## src/rtl/hat_man3_sprite_fetch_pkg.sv

```systemverilog
// Shared types and defaults for the Hat_man3 sprite pixel source.
package hat_man3_pkg;

  localparam int SPR_W_DEFAULT     = 32;
  localparam int SPR_H_DEFAULT     = 48;
  localparam int FRAMES_DEFAULT    = 4;
  localparam int FRAME_DIV_DEFAULT = 8;

  typedef logic [9:0] pix_coord_t;
  typedef logic [3:0] pal_idx_t;

  localparam pal_idx_t TRANSPARENT_IDX = 4'h0;

  function automatic logic is_opaque(input pal_idx_t idx);
    return idx != TRANSPARENT_IDX;
  endfunction

endpackage

```

## src/rtl/hat_man3_sprite_fetch_if.sv

```systemverilog
// Draw-coordinate, game-state and sprite-ROM signals of the Hat_man3 sprite fetch stage.
interface hat_man3_sprite_fetch_if
  import hat_man3_pkg::*;
#(
  parameter int ADDR_W = 13
);

  logic              pix_en;
  logic              vsync_pulse;
  pix_coord_t        DrawX;
  pix_coord_t        DrawY;
  pix_coord_t        pos_x;
  pix_coord_t        pos_y;
  logic              moving;
  logic              facing_left;
  logic [ADDR_W-1:0] rom_addr;
  pal_idx_t          rom_q;
  pal_idx_t          pal_index;
  logic              sprite_hit;

  modport slave (
    input  pix_en, vsync_pulse, DrawX, DrawY, pos_x, pos_y, moving, facing_left, rom_q,
    output rom_addr, pal_index, sprite_hit
  );

  modport master (
    output pix_en, vsync_pulse, DrawX, DrawY, pos_x, pos_y, moving, facing_left, rom_q,
    input  rom_addr, pal_index, sprite_hit
  );

endinterface

```

## src/rtl/hat_man3_sprite_fetch_anim_ctr.sv

```systemverilog
// Walk-cycle divider and frame counter, stepped once per vsync while moving.
module hat_man3_anim_ctr
  import hat_man3_pkg::*;
#(
  parameter int FRAMES    = FRAMES_DEFAULT,
  parameter int FRAME_DIV = FRAME_DIV_DEFAULT,
  parameter int FRAME_W   = (FRAMES > 1) ? $clog2(FRAMES) : 1,
  parameter int DIV_W     = (FRAME_DIV > 1) ? $clog2(FRAME_DIV) : 1
) (
  input  logic               Clk,
  input  logic               Reset_n,
  input  logic               i_vsync,
  input  logic               i_moving,
  output logic [FRAME_W-1:0] o_frame
);

  logic [DIV_W-1:0]   r_div;
  logic [FRAME_W-1:0] r_frame;

  always_ff @(posedge Clk or negedge Reset_n) begin
    if (!Reset_n) begin
      r_div   <= '0;
      r_frame <= '0;
    end else if (i_vsync) begin
      if (!i_moving) begin
        r_div   <= '0;
        r_frame <= '0;
      end else if (r_div == DIV_W'(FRAME_DIV - 1)) begin
        r_div   <= '0;
        r_frame <= (r_frame == FRAME_W'(FRAMES - 1)) ? '0 : r_frame + 1'b1;
      end else begin
        r_div <= r_div + 1'b1;
      end
    end
  end

  assign o_frame = r_frame;

endmodule

```

## src/rtl/hat_man3_sprite_fetch.sv

```systemverilog
// Hat_man3 sprite pixel source: box test, ROM addressing, 2-stage pixel pipeline.
// Build option: HAT_MAN3_MIRROR_EN enables horizontal mirroring via facing_left.
module hat_man3_sprite_fetch
  import hat_man3_pkg::*;
#(
  parameter int SPR_W     = SPR_W_DEFAULT,
  parameter int SPR_H     = SPR_H_DEFAULT,
  parameter int FRAMES    = FRAMES_DEFAULT,
  parameter int FRAME_DIV = FRAME_DIV_DEFAULT,
  parameter int ADDR_W    = $clog2(SPR_W * SPR_H * FRAMES)
) (
  input logic                     Clk,
  input logic                     Reset_n,
  hat_man3_sprite_fetch_if.slave  bus
);

  localparam int FRAME_W = (FRAMES > 1) ? $clog2(FRAMES) : 1;

  pix_coord_t         r_px;
  pix_coord_t         r_py;
  logic               r_armed;
  logic [FRAME_W-1:0] w_frame;

  logic               r_inside_p0;
  logic [ADDR_W-1:0]  r_rom_addr_p0;
  logic               r_inside_p1;

  hat_man3_anim_ctr #(
    .FRAMES    (FRAMES),
    .FRAME_DIV (FRAME_DIV),
    .FRAME_W   (FRAME_W)
  ) u_anim (
    .Clk      (Clk),
    .Reset_n  (Reset_n),
    .i_vsync  (bus.vsync_pulse),
    .i_moving (bus.moving),
    .o_frame  (w_frame)
  );

  // Position is sampled only at frame start so the sprite never tears; r_armed
  // keeps the sprite hidden until that first sample after reset.
  always_ff @(posedge Clk or negedge Reset_n) begin
    if (!Reset_n) begin
      r_px    <= '0;
      r_py    <= '0;
      r_armed <= 1'b0;
    end else if (bus.vsync_pulse) begin
      r_px    <= bus.pos_x;
      r_py    <= bus.pos_y;
      r_armed <= 1'b1;
    end
  end

  logic w_mirror;
`ifdef HAT_MAN3_MIRROR_EN
  logic r_face;
  always_ff @(posedge Clk or negedge Reset_n) begin
    if (!Reset_n)             r_face <= 1'b0;
    else if (bus.vsync_pulse) r_face <= bus.facing_left;
  end
  assign w_mirror = r_face;
`else
  assign w_mirror = 1'b0;
`endif

  // One extra bit on every operand so px+SPR_W cannot wrap past the screen edge.
  logic [10:0] w_dx, w_dy, w_px, w_py, w_col_raw, w_col, w_row;
  logic        w_inside;
  logic [ADDR_W-1:0] w_addr;

  always_comb begin
    w_dx      = {1'b0, bus.DrawX};
    w_dy      = {1'b0, bus.DrawY};
    w_px      = {1'b0, r_px};
    w_py      = {1'b0, r_py};
    w_inside  = r_armed
              && (w_dx >= w_px) && (w_dx < w_px + 11'(SPR_W))
              && (w_dy >= w_py) && (w_dy < w_py + 11'(SPR_H));
    w_col_raw = w_dx - w_px;
    w_row     = w_dy - w_py;
    w_col     = w_mirror ? (11'(SPR_W - 1) - w_col_raw) : w_col_raw;
    w_addr    = ADDR_W'(w_frame) * ADDR_W'(SPR_W * SPR_H)
              + ADDR_W'(w_row) * ADDR_W'(SPR_W)
              + ADDR_W'(w_col);
  end

  // Stage 0: box test and ROM address
  always_ff @(posedge Clk or negedge Reset_n) begin
    if (!Reset_n) begin
      r_inside_p0   <= 1'b0;
      r_rom_addr_p0 <= '0;
    end else if (bus.pix_en) begin
      r_inside_p0 <= w_inside;
      if (w_inside) r_rom_addr_p0 <= w_addr;
    end
  end

  // Stage 1: ROM registers its data while the hit flag follows alongside
  always_ff @(posedge Clk or negedge Reset_n) begin
    if (!Reset_n)        r_inside_p1 <= 1'b0;
    else if (bus.pix_en) r_inside_p1 <= r_inside_p0;
  end

  logic w_hit;
  assign w_hit          = r_inside_p1 && is_opaque(bus.rom_q);
  assign bus.rom_addr   = r_rom_addr_p0;
  assign bus.sprite_hit = w_hit;
  assign bus.pal_index  = w_hit ? bus.rom_q : TRANSPARENT_IDX;

endmodule

```

## src/flat_wrapper.sv

```systemverilog
// flat-port wrapper written by rule: the top's interface ports become plain ports
module hat_man3_sprite_fetch_flat import hat_man3_pkg::*;
#(
  parameter int SPR_W     = SPR_W_DEFAULT,
  parameter int SPR_H     = SPR_H_DEFAULT,
  parameter int FRAMES    = FRAMES_DEFAULT,
  parameter int FRAME_DIV = FRAME_DIV_DEFAULT,
  parameter int ADDR_W    = $clog2(SPR_W * SPR_H * FRAMES)
)
  (Clk, Reset_n, bus_pix_en, bus_vsync_pulse, bus_DrawX, bus_DrawY, bus_pos_x, bus_pos_y, bus_moving, bus_facing_left, bus_rom_q, bus_rom_addr, bus_pal_index, bus_sprite_hit);
  hat_man3_sprite_fetch_if #(.ADDR_W(ADDR_W)) bus_i ();
  input logic Clk;
  input logic Reset_n;
  input wire logic [$bits(bus_i.pix_en)-1:0] bus_pix_en;
  input wire logic [$bits(bus_i.vsync_pulse)-1:0] bus_vsync_pulse;
  input wire logic [$bits(bus_i.DrawX)-1:0] bus_DrawX;
  input wire logic [$bits(bus_i.DrawY)-1:0] bus_DrawY;
  input wire logic [$bits(bus_i.pos_x)-1:0] bus_pos_x;
  input wire logic [$bits(bus_i.pos_y)-1:0] bus_pos_y;
  input wire logic [$bits(bus_i.moving)-1:0] bus_moving;
  input wire logic [$bits(bus_i.facing_left)-1:0] bus_facing_left;
  input wire logic [$bits(bus_i.rom_q)-1:0] bus_rom_q;
  output wire logic [$bits(bus_i.rom_addr)-1:0] bus_rom_addr;
  output wire logic [$bits(bus_i.pal_index)-1:0] bus_pal_index;
  output wire logic [$bits(bus_i.sprite_hit)-1:0] bus_sprite_hit;
  assign bus_i.pix_en = bus_pix_en;
  assign bus_i.vsync_pulse = bus_vsync_pulse;
  assign bus_i.DrawX = bus_DrawX;
  assign bus_i.DrawY = bus_DrawY;
  assign bus_i.pos_x = bus_pos_x;
  assign bus_i.pos_y = bus_pos_y;
  assign bus_i.moving = bus_moving;
  assign bus_i.facing_left = bus_facing_left;
  assign bus_i.rom_q = bus_rom_q;
  assign bus_rom_addr = bus_i.rom_addr;
  assign bus_pal_index = bus_i.pal_index;
  assign bus_sprite_hit = bus_i.sprite_hit;
  hat_man3_sprite_fetch #(.SPR_W(SPR_W), .SPR_H(SPR_H), .FRAMES(FRAMES), .FRAME_DIV(FRAME_DIV), .ADDR_W(ADDR_W)) u_core (.Clk(Clk), .Reset_n(Reset_n), .bus(bus_i));
endmodule
```

## config.mk

```make
export PLATFORM = sky130hd
export DESIGN_NAME = hat_man3_sprite_fetch_flat
export DESIGN_NICKNAME = d
export VERILOG_FILES = /design/src/rtl/hat_man3_sprite_fetch_pkg.sv /design/src/rtl/hat_man3_sprite_fetch_if.sv /design/src/rtl/hat_man3_sprite_fetch_anim_ctr.sv /design/src/rtl/hat_man3_sprite_fetch.sv /design/src/flat_wrapper.sv
export SDC_FILE = /design/constraint.sdc
export NUM_CORES = 1
export LEC_CHECK = 0
export CAP_MARGIN = 20
export CORE_ASPECT_RATIO = 1.2
export CORE_MARGIN = 10
export CORE_UTILIZATION = 40
export DETAILED_ROUTE_END_ITERATION = 8
export PLACE_DENSITY = 0.7
export SKIP_LAST_GASP = 1
export SLEW_MARGIN = 20
export SYNTH_ARGS = -nofsm -noshare
export SYNTH_HDL_FRONTEND = slang
export SYNTH_SLANG_ARGS = --single-unit
```

## constraint.sdc

```tcl
create_clock -name Clk -period 3.3 [get_ports Clk]
set_input_delay 0.33 -clock Clk [delete_from_list [all_inputs] [get_ports Clk]]
set_output_delay 0.33 -clock Clk [all_outputs]
set_load 0.05 [all_outputs]
```

==> Yosys cells after proc, flatten, opt, wreduce, memory -nomap -nowiden <==
Index checks and enable logic that the tools add are counted.
{ "word_totals": {"elab_cells": 38, "regBits": 41} }
{ "classes": {"n_eq_ne": 3, "magnitude_cmp": 4, "mux": 6, "n_reduce_logical": 8, "mul": 1, "addsub": 8} }
{ "op_table": {"columns": ["operator", "count"], "rows": [
  ["adder 10 x 6 -> 11 bit, second input constant", 2],
  ["less-than comparator 10 x 11 -> 1 bit", 2],
  [">= comparator 10 bit", 2],
  ["adder 13 x 11 -> 13 bit", 1],
  ["adder 13 bit", 1],
  ["subtractor 10 x 10 -> 11 bit", 1],
  ["subtractor 8 bit", 1],
  ["two-way mux 2 bit", 3],
  ["two-way mux 3 bit", 2],
  ["logical AND 1 bit", 5],
  ["multiplier 2 x 2 -> 4 bit, second input constant", 1],
  ["two-way mux 4 bit", 1],
  ["AND reduction 2 bit", 2],
  ["nonzero test 4 bit", 1],
  ["adder 3 x 1 -> 3 bit, second input constant", 1],
  ["equality test 3 bit, second input constant", 1],
  ["adder 2 x 1 -> 2 bit, second input constant", 1],
  ["equality test 2 bit, second input constant", 1],
  ["!= test 2 x 1 -> 1 bit, second input constant", 1]
]} }

==> Depth between registers and ports, before layout <==
Gate-level depths: netlist of the first run.
{ "depth": {"word_depth": 6, "mapped_depth": 19} }

==> Hierarchy <==
Synthesis of the first run repeated with hierarchy kept, for this count alone.
{ "unflattened": {"cells_unflattened": 343, "area_unflattened_um2": 3311.9} }
{ "by_module_without_submodules": {"columns": ["mod", "n_inst", "area_each_um2", "cells_per_inst"], "rows": [
  ["hat_man3_sprite_fetch", 1, 3042.9, 320],
  ["hat_man3_anim_ctr", 1, 269.0, 23]
]} }

==> Worst setup path before layout of the first run <==
OpenSTA, ideal clock, no wires.
{ "synth_path": {"path_type": "reg2reg", "start": "reg u_core.r_px[5]", "end": "reg u_core.r_rom_addr_p0[12], in the netlist u_core.bus.rom_addr[12]", "n_path_buf": 1, "slack_ps": -160, "t_required_ps": 3175, "stages_incl_launch_ff": 17, "t_arrival_ps": 3335, "setup_ps": 125, "cell_sequence": "dfrtp_1 -> inv_1 -> ha_1 -> clkbuf_1 -> a21o_1 -> a21o_1 -> a211oi_1 -> o21bai_1 -> a21oi_1 -> fa_1 -> ha_1 -> o21a_1 -> o31a_1 -> o22ai_1 -> xnor2_1 -> xnor2_1 -> mux2_2"} }
{ "synth_via": {"elab_chain_cells": 6, "elab_cells_between_ends": 10, "classes_between": "add/sub: 3; order compare: 2; reduce/logical: 5"} }
{ "synth_rtl": {"columns": ["item", "line_no", "text"], "rows": [
  ["start, declared", "hat_man3_sprite_fetch.sv:19", "pix_coord_t r_px;"],
  ["start signal, assigned", "hat_man3_sprite_fetch.sv:48", "r_px <= bus.pos_x;"],
  ["adder 10 x 6 -> 11 bit or >= comparator 10 bit (tied branches)", "hat_man3_sprite_fetch.sv:77", "&& (w_dx >= w_px) && (w_dx < w_px + 11'(SPR_W))"],
  ["less-than comparator 10 x 11 -> 1 bit or logical AND 1 bit (tied branches)", "hat_man3_sprite_fetch.sv:77", null],
  ["logical AND 1 bit", "hat_man3_sprite_fetch.sv:77", null],
  ["logical AND 1 bit (2 in series)", "hat_man3_sprite_fetch.sv:78", "&& (w_dy >= w_py) && (w_dy < w_py + 11'(SPR_H));"],
  ["AND reduction 2 bit (no line)", null, null],
  ["end signal, assigned", "hat_man3_sprite_fetch.sv:94", "if (w_inside) r_rom_addr_p0 <= w_addr;"],
  ["end, declared", "hat_man3_sprite_fetch.sv:25", "logic [ADDR_W-1:0] r_rom_addr_p0;"]
]} }
Parallel ways exist; a longest one is shown, timed or not.
A chain may end at the register's enable or synchronous reset.

==> Worst setup path after layout of the first run <==
{ "layout_path": {"start": "in bus_DrawX[3]", "end": "reg u_core.r_rom_addr_p0[12], in the netlist u_core.bus.rom_addr[12]"} }
{ "layout_via": {"elab_chain_cells": 6, "elab_cells_between_ends": 9, "classes_between": "add/sub: 2; order compare: 2; reduce/logical: 5"} }
{ "layout_rtl": {"columns": ["item", "line_no", "text"], "rows": [
  ["start, declared", "flat_wrapper.sv:16", "input wire logic [$bits(bus_i.DrawX)-1:0] bus_DrawX;"],
  ["parallel branches: the longest is 6 deep, another holds adder 13 x 11 -> 13 bit", null, null]
]} }
Parallel ways; which one is timed is not known.

==> flow_summary.ini, run 1 <==
[cts]
clk_pin_slew_worst_paths_ns = 0.09
cts_num_sinks = 41
cts_max_level = 2
cts_tree = built
insertion_delay_ns = 0.30
numCtsBuffers = 5
clk_path_buf_depth = 2
cts_root_buf = clkbuf_8
hold_buffers = 0

[worst_setup_path]
ff2ff_path_depth = 18
critPathLaunch = bus_DrawX[3]
path_class = in2reg
cp.required_ns = 3.48
timing.rr.start = u_core.r_px[0]
crit_chain = clkdlybuf4s50_1, ha_1, o21a_1, o31a_1, o21ai_1, nand2b_1, buf_4, xor2_2, ha_2, ha_4, inv_2, fa_2, nor2b_2, o31a_1, o22ai_2, xnor2_1, xnor2_1, mux2_4
crit_path_end_kind = register
critPathTopFamily = adder cells
startpoint_type = input pin
cp_num_buf_inv = 3
path_max_fanout = 4
max_stage_delay_ns = 0.41
critical_path_arrival_ns = 3.70
crit_cells = 18
slowest_stage = clkdlybuf4s50_1

[timing]
setup_viol = 3
fin_worst_skew_ns = 0.0118
slew_viol_final = 0
fin_ws_ns = -0.219
worst_pin_slew_ns = 0.948
fin_crit_sh = 1.07
slew_headroom = 0.368
period_needed_ns = 3.52
timing.hold.ws_ns = 0.169
grt_setup_unrepaired = true
hold_violations = 0
max_freq_ghz = 0.284

[placed_design]
gp_congestion = 0.876
portBuffers = 66
dpl_worst_slack_ns = -0.616
hpwlAfterDp_mm = 6.65

[finish]
regArea_mm2 = 0.00103
area_growth_pct = 48.7
nFillCells = 662
drive_gt1_frac = 0.277
nets = 586
antenna_cells = 0
utilization = 0.608
multi_input_area_mm2 = 0.00227

[grt]
grt_pass1_wl_mm = 14.4
grt_overflow = 0
grt_usage = 0.144
grt_pass1_vias = 3199
grt_antenna_before_repair = 0
grt_max_degree = 42

[floorplan]
rows = 36
die_h_um = 119
pin_count = 68
die-area_mm2 = 0.0123
start_util = 0.409
core_area_mm2 = 0.00806
die_w_um = 103

[worst_hold_path]
hp-class = in2async

[run_status]
failed_checks = setup timing
status = finished, violations left

[logic_synthesis]
synth_cell_types = 47
yosysTopAreaCellShare = 0.311
ys_seq_elements = 41
yosys-top-cells-area = dfrtp_1 31%, ha_1 18%, o21ai_0 5.6%, xnor2_1 5.6%, inv_1 4.8%
synth-main-ff-cell = dfrtp_1
syn_inst = 346
async_reset_ff_frac = 1.00
synth.net_count = 449
synth.avg_cell_area_um2 = 9.52
ys_seq_area_frac = 0.311
yosysWarnings = 0
synth_edf_count = 0
synth_top_area_cell = dfrtp_1
netlist_area_mm2 = 0.00329

[power]
power_density_mw_per_mm2 = 594
p_int_uw = 1750
power_switching_uw = 1160
comb_power_share = 0.619
p_seq_frac = 0.232
ir_worst_vdd_v = 0.000237
clkPwrFrac = 0.148
finalPower_uw = 2910
swShare = 0.397
leakage_uw = 0.00233

[detailed_routing]
drtAntennaViolNets = 0
drtPass1Iterations = 4
drc = 0
routed_wirelength_mm = 9.04
drt_iter0_drc = 72
avgRoutedWirePerCell_um = 15.6
drt-vias-per-instance = 5.13
vias = 2968

[flow_run]
cap_viol_max_count = 0
[timing repair]
action                     in CTS  in global routing
gates resized for setup        22                 23
setup buffers                  21                  8
setup endpoints to repair       4                  6
cloned                          0                  0
pin swaps                      26                 21
[power groups by stage]
stage          Sequential, µW  Combinational (µW)  Clock (µW)
2_1_floorplan             955                 729           0
3_5_place_dp              685                1580           0
3_3_place_gp              679                1550           0
4_1_cts                   675                1700         438
6_report                  677                1800         432
5_1_grt                   693                1960         456
[metrics by stage]
stage          std cells  instance area, µm²  setup TNS (ns)
2_1_floorplan        346                3320        -0.00198
6_report             579                4900          -0.366
5_1_grt              579                4900           -1.15
4_1_cts              577                4760          -0.523
3_5_place_dp         548                4430           -2.15
3_3_place_gp         548                4430           -1.64
[synthesized netlist by cell type (2+ instances only)]
cell type  instances
nor2_1             9
mux2i_1            3
o22ai_1            3
o211ai_1           2
xor2_1             4
or2_2              4
and2_1             4
nand3_1            8
mux2_4             6
xnor2_1           21
fa_1               5
dfrtp_1           41
or3_1              2
o21bai_1           2
o21ai_0           37
clkbuf_1           5
inv_1             42
a211oi_1           3
nand2b_1           3
a21o_1             5
nand4_1            2
mux2_2             7
nor3_1             4
a21oi_1           18
nand2_1           26
ha_1              48
o21a_1             6
nor2b_1            5
o31a_1             3
[registers in the layout, summed over array words and instances, names as in the netlist]
name and cells:
u_core.r_px 10, u_core.r_py 10, u_core.u_anim.r_div 3, u_core.r_armed 1, u_core.u_anim.o_frame 2, u_core.r_inside_p0 1, u_core.r_inside_p1 1, u_core.bus.rom_addr 13
[per-layer routing]
metal | track usage | routed length (µm) | up-vias
li1 | - | - | 1480
met1 | 0.163 | 3810 | 1389
met2 | 0.253 | 4540 | 77
met3 | 0.0260 | 445 | 22
met4 | 0.0618 | 244 | 0
met5 | 0 | 0 | -
[cell families (layout without fill, tap and decap cells)]
group | Yosys count | after routing | share of synthesized area
AOI/OAI and AO/OA | 89 | 89 | 0.168
and+or+nand+nor | 73 | 73 | 0.123
adders and majority gates | 53 | 53 | 0.213
buffers and inverters | 49 | 187 | 0.0581
DFF | 41 | 41 | 0.311
xor gates and xnor gates | 25 | 25 | 0.0665
muxes | 16 | 16 | 0.0604
[final cells by class]
class                      instances  share of cell area
multi-input combinational        256               0.463
timing repair buffer             137               0.247
sequential                        41               0.209
inverter                          42              0.0322
tap                               95              0.0243
clock buffer                       7              0.0176
clock inverter                     1             0.00613
[cell usage in the layout, fill, tap and decap left out, types with 3 or more instances in the layout]
cell             instances
clkbuf_8                 6
a21oi_2                  7
nor2b_2                  3
nor3_1                   4
inv_1                   38
xnor2_1                 20
o21a_1                   6
mux2_4                   8
dfrtp_1                 41
o21ai_1                  3
inv_2                    4
buf_6                    3
mux2i_1                  3
clkdlybuf4s50_1         62
o31a_1                   3
a21o_1                   5
buf_4                   67
nand3_1                  8
mux2_2                   5
ha_4                     6
nand2_1                 25
and2_1                   4
fa_2                     3
nand2b_1                 3
ha_1                    40
or2_2                    4
nor2_1                   9
o21ai_0                 33
nor2b_4                  3
a21oi_1                 11
[path summary, 6_finish.rpt]
path / endpoint / slack (ns)
max: u_core.bus.rom_addr[12] / -0.22
min: u_core.r_px[1] / 0.17
max reg2reg: u_core.bus.rom_addr[12] / -0.20
min reg2reg: u_core.r_armed / 0.49
max in group asynchronous: u_core.u_anim.r_div[2] / 2.52
min in group Clk: u_core.r_armed / 0.49
Power figures use the tool's default switching activity.
==> inputs of run 2 (changes only) <==
--- a/config.mk
+++ b/config.mk
@@ -10,7 +10,8 @@
 export CORE_MARGIN = 10
 export CORE_UTILIZATION = 40
 export DETAILED_ROUTE_END_ITERATION = 8
-export PLACE_DENSITY = 0.7
+export HOLD_SLACK_MARGIN = 0.06
+export PLACE_DENSITY = 0.68
 export SKIP_LAST_GASP = 1
 export SLEW_MARGIN = 20
 export SYNTH_ARGS = -nofsm -noshare
==> constraint.sdc (replaced) <==
create_clock -name Clk -period 4.4 [get_ports Clk]
set_input_delay 0.44 -clock Clk [delete_from_list [all_inputs] [get_ports Clk]]
set_output_delay 0.44 -clock Clk [all_outputs]
set_load 0.05 [all_outputs]
==> run 2 against run 1 <==
Effect of this change: the flow now finishes without violations; utilization fell by 9.4 points; wire length down 19%; cell count decreased by 12%; worst hold slack worse by 0.072 ns; combinational power down 43%; cell area down 16%; clock power is 41% lower; non-clock buffer count down 69; clock-buffer cell count down 2; worst setup slack gained 0.62 ns; via count shrank 11%.
==> flow_summary.ini, run 2 (synthesis gave the netlist of run 1 again) <==
[run_status]
status = completed

[worst_setup_path]
path_class = in2reg
critical_path_arrival_ns = 4.20
crit_chain = clkdlybuf4s50_1, inv_1, ha_1, fa_1, nor2b_1, o21ai_0, nand2_1, a21o_1, a21oi_1, xnor2_1, ha_1, ha_1, inv_1, fa_1, nor2b_1, o31a_1, o22ai_1, xnor2_1, xnor2_1, mux2_2
max_stage_delay_ns = 0.46
path_max_fanout = 2
critPathLaunch = bus_DrawX[0]
crit_path_end_kind = register
slowest_stage = clkdlybuf4s50_1
timing.rr.start = u_core.r_px[1]
startpoint_type = input pin
cp.required_ns = 4.59

[detailed_routing]
vias = 2630
avgRoutedWirePerCell_um = 14.3
drtAntennaViolNets = 0
drc = 0
routed_wirelength_mm = 7.28
drt-vias-per-instance = 5.16
drt_iter0_drc = 49
drtPass1Iterations = 4

[timing]
setup_viol = 0
fin_ws_ns = 0.397
fin_crit_sh = 0.910
slew_headroom = 0.568
max_freq_ghz = 0.250
fin_worst_skew_ns = 0.00797
grt_setup_unrepaired = false
worst_pin_slew_ns = 0.647
slew_viol_final = 0
fin_setup_tns_ns = 0
hold_violations = 0
period_needed_ns = 4.00

[grt]
grt_usage = 0.119
grt_overflow = 0
grt_antenna_before_repair = 0
grt_pass1_wl_mm = 12.0
grt_max_degree = 42
grt_pass1_vias = 2600

[cts]
cts_tree = built
cts_max_level = 2
numCtsBuffers = 5
hold_buffers = 0
clk_path_buf_depth = 2
ctsResizeCount = 0
cts_root_buf = clkbuf_8
cts_num_sinks = 41
postCtsSetupBuffers = 0
insertion_delay_ns = 0.30
clk_pin_slew_worst_paths_ns = 0.09

[placed_design]
dp_cells = 502
portBuffers = 66
hpwlAfterDp_mm = 6.03
gp_congestion = 0.793
dpl_worst_slack_ns = 0.0856

[floorplan]
die_w_um = 103
pin_count = 68
rows = 36
start_util = 0.409
core_area_mm2 = 0.00806
die_h_um = 119
die-area_mm2 = 0.0123

[power]
power_density_mw_per_mm2 = 429
leakage_uw = 0.00192
ir_worst_vdd_v = 0.000122

[finish]
drive_gt1_frac = 0.0771
instances_no_fill = 510
nets = 517
antenna_cells = 0
area_growth_pct = 25.6
utilization = 0.513
largest_reg_flops = 13
mostFrequentLayoutCells = 65 x clkdlybuf4s50_1, 48 x ha_1, 42 x inv_1, 41 x dfrtp_1, 37 x o21ai_0
nFillCells = 725
final_common_cell = clkdlybuf4s50_1

[flow_run]
cap_viol_max_count = 0

[worst_hold_path]
hp-class = in2async
==> run 2: changes by cell type in the layout (fill, tap and decap cells not counted), sizes merged <==
cell	before	now
buf	72	3
clkinv	0	2
clkinvlp	0	1
clkdlybuf4s50	62	65
dlymetal6s2s	1	0
bufinv	1	0
clkbuf	7	5
dlygate4sd2	2	0
==> run 2: power by group <==
group	internal, µW	total [µW]	switching (µW)
clock network	110	253	143
registers	459	506	47.3
logic	452	1020	566
total	1020	1780	757
==> run 2: final timing paths <==
path | slack, ns | cells past startpoint | end
worst max-delay path | 0.40 | 20 | u_core.bus.rom_addr[12]
worst min-delay path | 0.1 | 1 | u_core.r_px[3]
worst max register to register | 0.61 | 17 | u_core.bus.rom_addr[12]
worst min register to register | 0.49 | 1 | u_core.r_armed
max in group asynchronous | 3.91 | 1 | u_core.r_py[6]
min in group Clk | 0.49 | 1 | u_core.r_armed
==> run 2: per-stage QoR <==
stage	power (µW)	hold slack (ns)	cell area (µm²)
after floorplan	1240	0.144	3290
after global placement	1520	0.458	4050
after detailed placement	1540	0.462	4050
after CTS	1800	0.306	4140
after global routing	1910	0.159	4140
final	1780	0.0976	4140
==> run 2: metal layers <==
metal | wire length [µm] | track usage | vias to the layer above
met5 | 0 | 0 | -
met4 | 100 | 0.0392 | 0
met3 | 333 | 0.0185 | 7
met2 | 3540 | 0.202 | 52
met1 | 3310 | 0.150 | 1239
li1 | - | - | 1332
==> run 2: critical path, delay by kind of cell <==
kind	cells	cell delay, ns
AND/OR/NAND/NOR	3	0.43
adder cells (fa/ha/maj)	5	1.47
buffers and inverters	3	0.55
AO/OA/AOI/OAI	5	0.57
XOR/XNOR	3	0.48
multiplexers	1	0.25
==> run 2: layout make-up <==
cell class	instances	area, µm²	share of cell area
Multi-Input combinational cell	256	2080	0.502
Sequential cell	41	1030	0.248
Timing Repair Buffer	68	673	0.163
Inverter	42	158	0.0381
Tap cell	95	119	0.0287
Clock buffer	5	68.8	0.0166
Clock inverter	3	17.5	0.00423
==> inputs of run 3 (changes only) <==
--- a/config.mk
+++ b/config.mk
@@ -5,13 +5,14 @@
 export SDC_FILE = /design/constraint.sdc
 export NUM_CORES = 1
 export LEC_CHECK = 0
+export ABC_AREA = 1
 export CAP_MARGIN = 20
 export CORE_ASPECT_RATIO = 1.2
 export CORE_MARGIN = 10
 export CORE_UTILIZATION = 40
 export DETAILED_ROUTE_END_ITERATION = 8
 export HOLD_SLACK_MARGIN = 0.06
-export PLACE_DENSITY = 0.68
+export PLACE_DENSITY = 0.67
 export SKIP_LAST_GASP = 1
 export SLEW_MARGIN = 20
 export SYNTH_ARGS = -nofsm -noshare
==> run 3 against run 2 <==
Effect of this change: utilization barely moved; highest routed layer unchanged; synthesized cell count grew 34%; sequential share of layout area is 1.5 points lower; total power grew 2.5%; first-iteration DRC count rose to 2.7 times the previous value; worst hold slack better by 0.18 ns; worst setup slack improved by 0.31 ns; largest power group unchanged; via count increased by 16%; critical path type unchanged.
==> flow_summary.ini, run 3 <==
[logic_synthesis]
yosys.area_share.xor_xnor = 0.0597
ys_seq_elements = 41
synth.most_common_cell = nand2_1
synth_edf_count = 0
synth_compound_area_frac = 0.0934
netlist_area_mm2 = 0.00352
synthSimpleGateAreaFrac = 0.257
synth-main-ff-cell = dfrtp_1
synthAdderAreaFrac = 0.199
ys_seq_area_frac = 0.291
syn_inst = 465
ys_top_cells_by_count = 131 x nand2_1, 78 x inv_1, 48 x ha_1
async_reset_ff_frac = 1.00
synth.net_count = 568
synth_top_family_by_area = simple AND/OR/NAND/NOR gates
synth_cell_types = 37
yosysWarnings = 0
yosysTopAreaCellShare = 0.291
yosys-top-cells-area = dfrtp_1 29%, ha_1 17%, nand2_1 14%, inv_1 8.3%, xor2_1 3.7%
synthMuxAreaShare = 0
synth_top_area_cell = dfrtp_1
synth.avg_cell_area_um2 = 7.57

[worst_setup_path]
path_max_fanout = 4
startpoint_type = input pin
slowest_stage = clkdlybuf4s50_1
cp_num_buf_inv = 4
critical_path_arrival_ns = 3.94
cp.required_ns = 4.65
max_stage_delay_ns = 0.46
path_class = in2reg
crit_path_end_kind = register
crit_chain = clkdlybuf4s50_1, inv_1, ha_1, fa_1, o21ai_0, nand2_1, o211ai_1, a21oi_1, nor2_1, nor2_1, fa_1, ha_1, nand2_1, inv_1, nand3_1, nand3_1, nand2_1, nand2_1, nand2_1, nand2_1, inv_1, nand4_1, nand2_1
cpMostUsedCell = nand2_1
critPathTopFamily = adder cells

[grt]
grt_pass1_vias = 3186
grt_overflow = 0
grt_pass1_wl_mm = 14.0
grt_max_degree = 44
grt_antenna_before_repair = 0
grt_usage = 0.129

[cts]
hold_buffers = 0
cts_root_buf = clkbuf_8
postCtsSetupBuffers = 0
clk_pin_slew_worst_paths_ns = 0.08
cts_tree = built
ctsResizeCount = 0
cts_max_level = 2
insertion_delay_ns = 0.31
numCtsBuffers = 5
cts_num_sinks = 41
clk_path_buf_depth = 2

[timing]
grt_setup_unrepaired = false
hold_violations = 0
period_needed_ns = 3.70
max_freq_ghz = 0.270
worst_pin_slew_ns = 0.952
fin_crit_sh = 0.840
setup_viol = 0
slew_viol_final = 0
fin_worst_skew_ns = 0.00672
fin_setup_tns_ns = 0
slew_headroom = 0.365

[placed_design]
dp_cells = 641
placed_area_mm2 = 0.00429
gp_congestion = 0.833
hpwlAfterDp_mm = 6.67
portBuffers = 66

[floorplan]
start_util = 0.411
pin_count = 68
core_area_mm2 = 0.00856
rows = 37
die_h_um = 123
die_w_um = 106
die-area_mm2 = 0.0130

[power]
finalPower_uw = 1820
p_int_uw = 1010
p_seq_frac = 0.272
power_switching_uw = 811
leakage_uw = 0.00230
swShare = 0.445
power_density_mw_per_mm2 = 414
ir_worst_vdd_v = 0.000152
clkPwrFrac = 0.172
comb_power_share = 0.556

[finish]
mostFrequentLayoutCells = 131 x nand2_1, 78 x inv_1, 65 x clkdlybuf4s50_1, 48 x ha_1, 41 x dfrtp_1
drive_gt1_frac = 0.0508
final_common_cell = nand2_1
nFillCells = 844
area_growth_pct = 24.8
nets = 634
utilization = 0.513
largest_reg_flops = 13
antenna_cells = 0
instances_no_fill = 649
fin_area_mm2 = 0.00440

[detailed_routing]
drtAntennaViolNets = 0
vias = 3054
drc = 0
drtPass1Iterations = 4
avgRoutedWirePerCell_um = 12.3
routed_wirelength_mm = 7.96
drt-vias-per-instance = 4.71
drt_iter0_drc = 131

[run_status]
status = completed

[flow_run]
cap_viol_max_count = 0

[worst_hold_path]
hp-class = in2async
## run 3: cell types whose count changed in the layout (fill, tap and decap cells not counted), sizes merged, moves of 11 or more
cell,before,now
inv,42,79
nand3,8,20
xnor2,21,9
nand4,3,17
nor2,9,25
xor2,4,15
nand2,26,136
mux2,13,0
o21ai,37,23
## run 3: final timing paths
path	startpoint	endpoint	slack, ns	cells after the start
min in group Clk	u_core.bus.rom_addr[11]	u_core.bus.rom_addr[11]	0.47	2
max in group asynchronous	Reset_n	u_core.bus.rom_addr[0]	3.53	1
min reg2reg	u_core.bus.rom_addr[11]	u_core.bus.rom_addr[11]	0.47	2
max	bus_DrawX[0]	u_core.bus.rom_addr[12]	0.70	23
min	Reset_n	u_core.r_py[7]	0.28	1
max reg2reg	u_core.r_px[0]	u_core.bus.rom_addr[12]	0.90	21
## run 3: worst reg2reg max path, stage by stage, from the launching register on
cell      delay, ns
dfrtp_1        0.42
ha_1           0.23
fa_1           0.40
o21ai_0        0.32
nand2_1        0.11
o211ai_1       0.14
a21oi_1        0.11
nor2_1         0.09
nor2_1         0.06
fa_1           0.43
ha_1           0.36
nand2_1        0.08
inv_1          0.06
nand3_1        0.11
nand3_1        0.08
nand2_1        0.08
nand2_1        0.05
nand2_1        0.05
nand2_1        0.04
inv_1          0.04
nand4_1        0.08
nand2_1        0.10
## run 3: kinds of logic after synthesis
family                   Yosys count
AND/OR/NAND/NOR                  202
XOR/XNOR                          24
buffers and inverters             88
adder cells (fa/ha/maj)           53
flip-flops                        41
AO/OA/AOI/OAI                     57
## run 3: cell type report
class                      count  area [µm²]  area share
sequential                    41        1030       0.233
clock inverter                 2        38.8     0.00882
tap                          117         146      0.0333
clock buffer                   6        72.6      0.0165
timing repair buffer          68         671       0.153
inverter                      79         297      0.0674
multi-input combinational    336        2150       0.488
## run 3: power groups by stage
stage               clock network (µW)  logic [µW]  registers (µW)
global route                       337        1130             506
floorplan                            0         543             687
CTS                                325        1030             496
detailed placement                   0        1020             504
global placement                     0        1000             501
finish                             313        1010             495
## run 3: per-layer routing
layer  global-route usage  wire length (µm)  vias up
met5                    0                 0        -
met4               0.0525               192        0
met3               0.0252               269       13
met2                0.235              4070       42
met1                0.143              3430     1381
li1                     -                 -     1618
## run 3: metrics by stage
stage,setup slack [ns],hold WS [ns]
finish,0.703,0.279
global route,0.510,0.364
CTS,0.713,0.311
detailed placement,0.441,0.459
global placement,0.527,0.458
floorplan,1.10,0.144
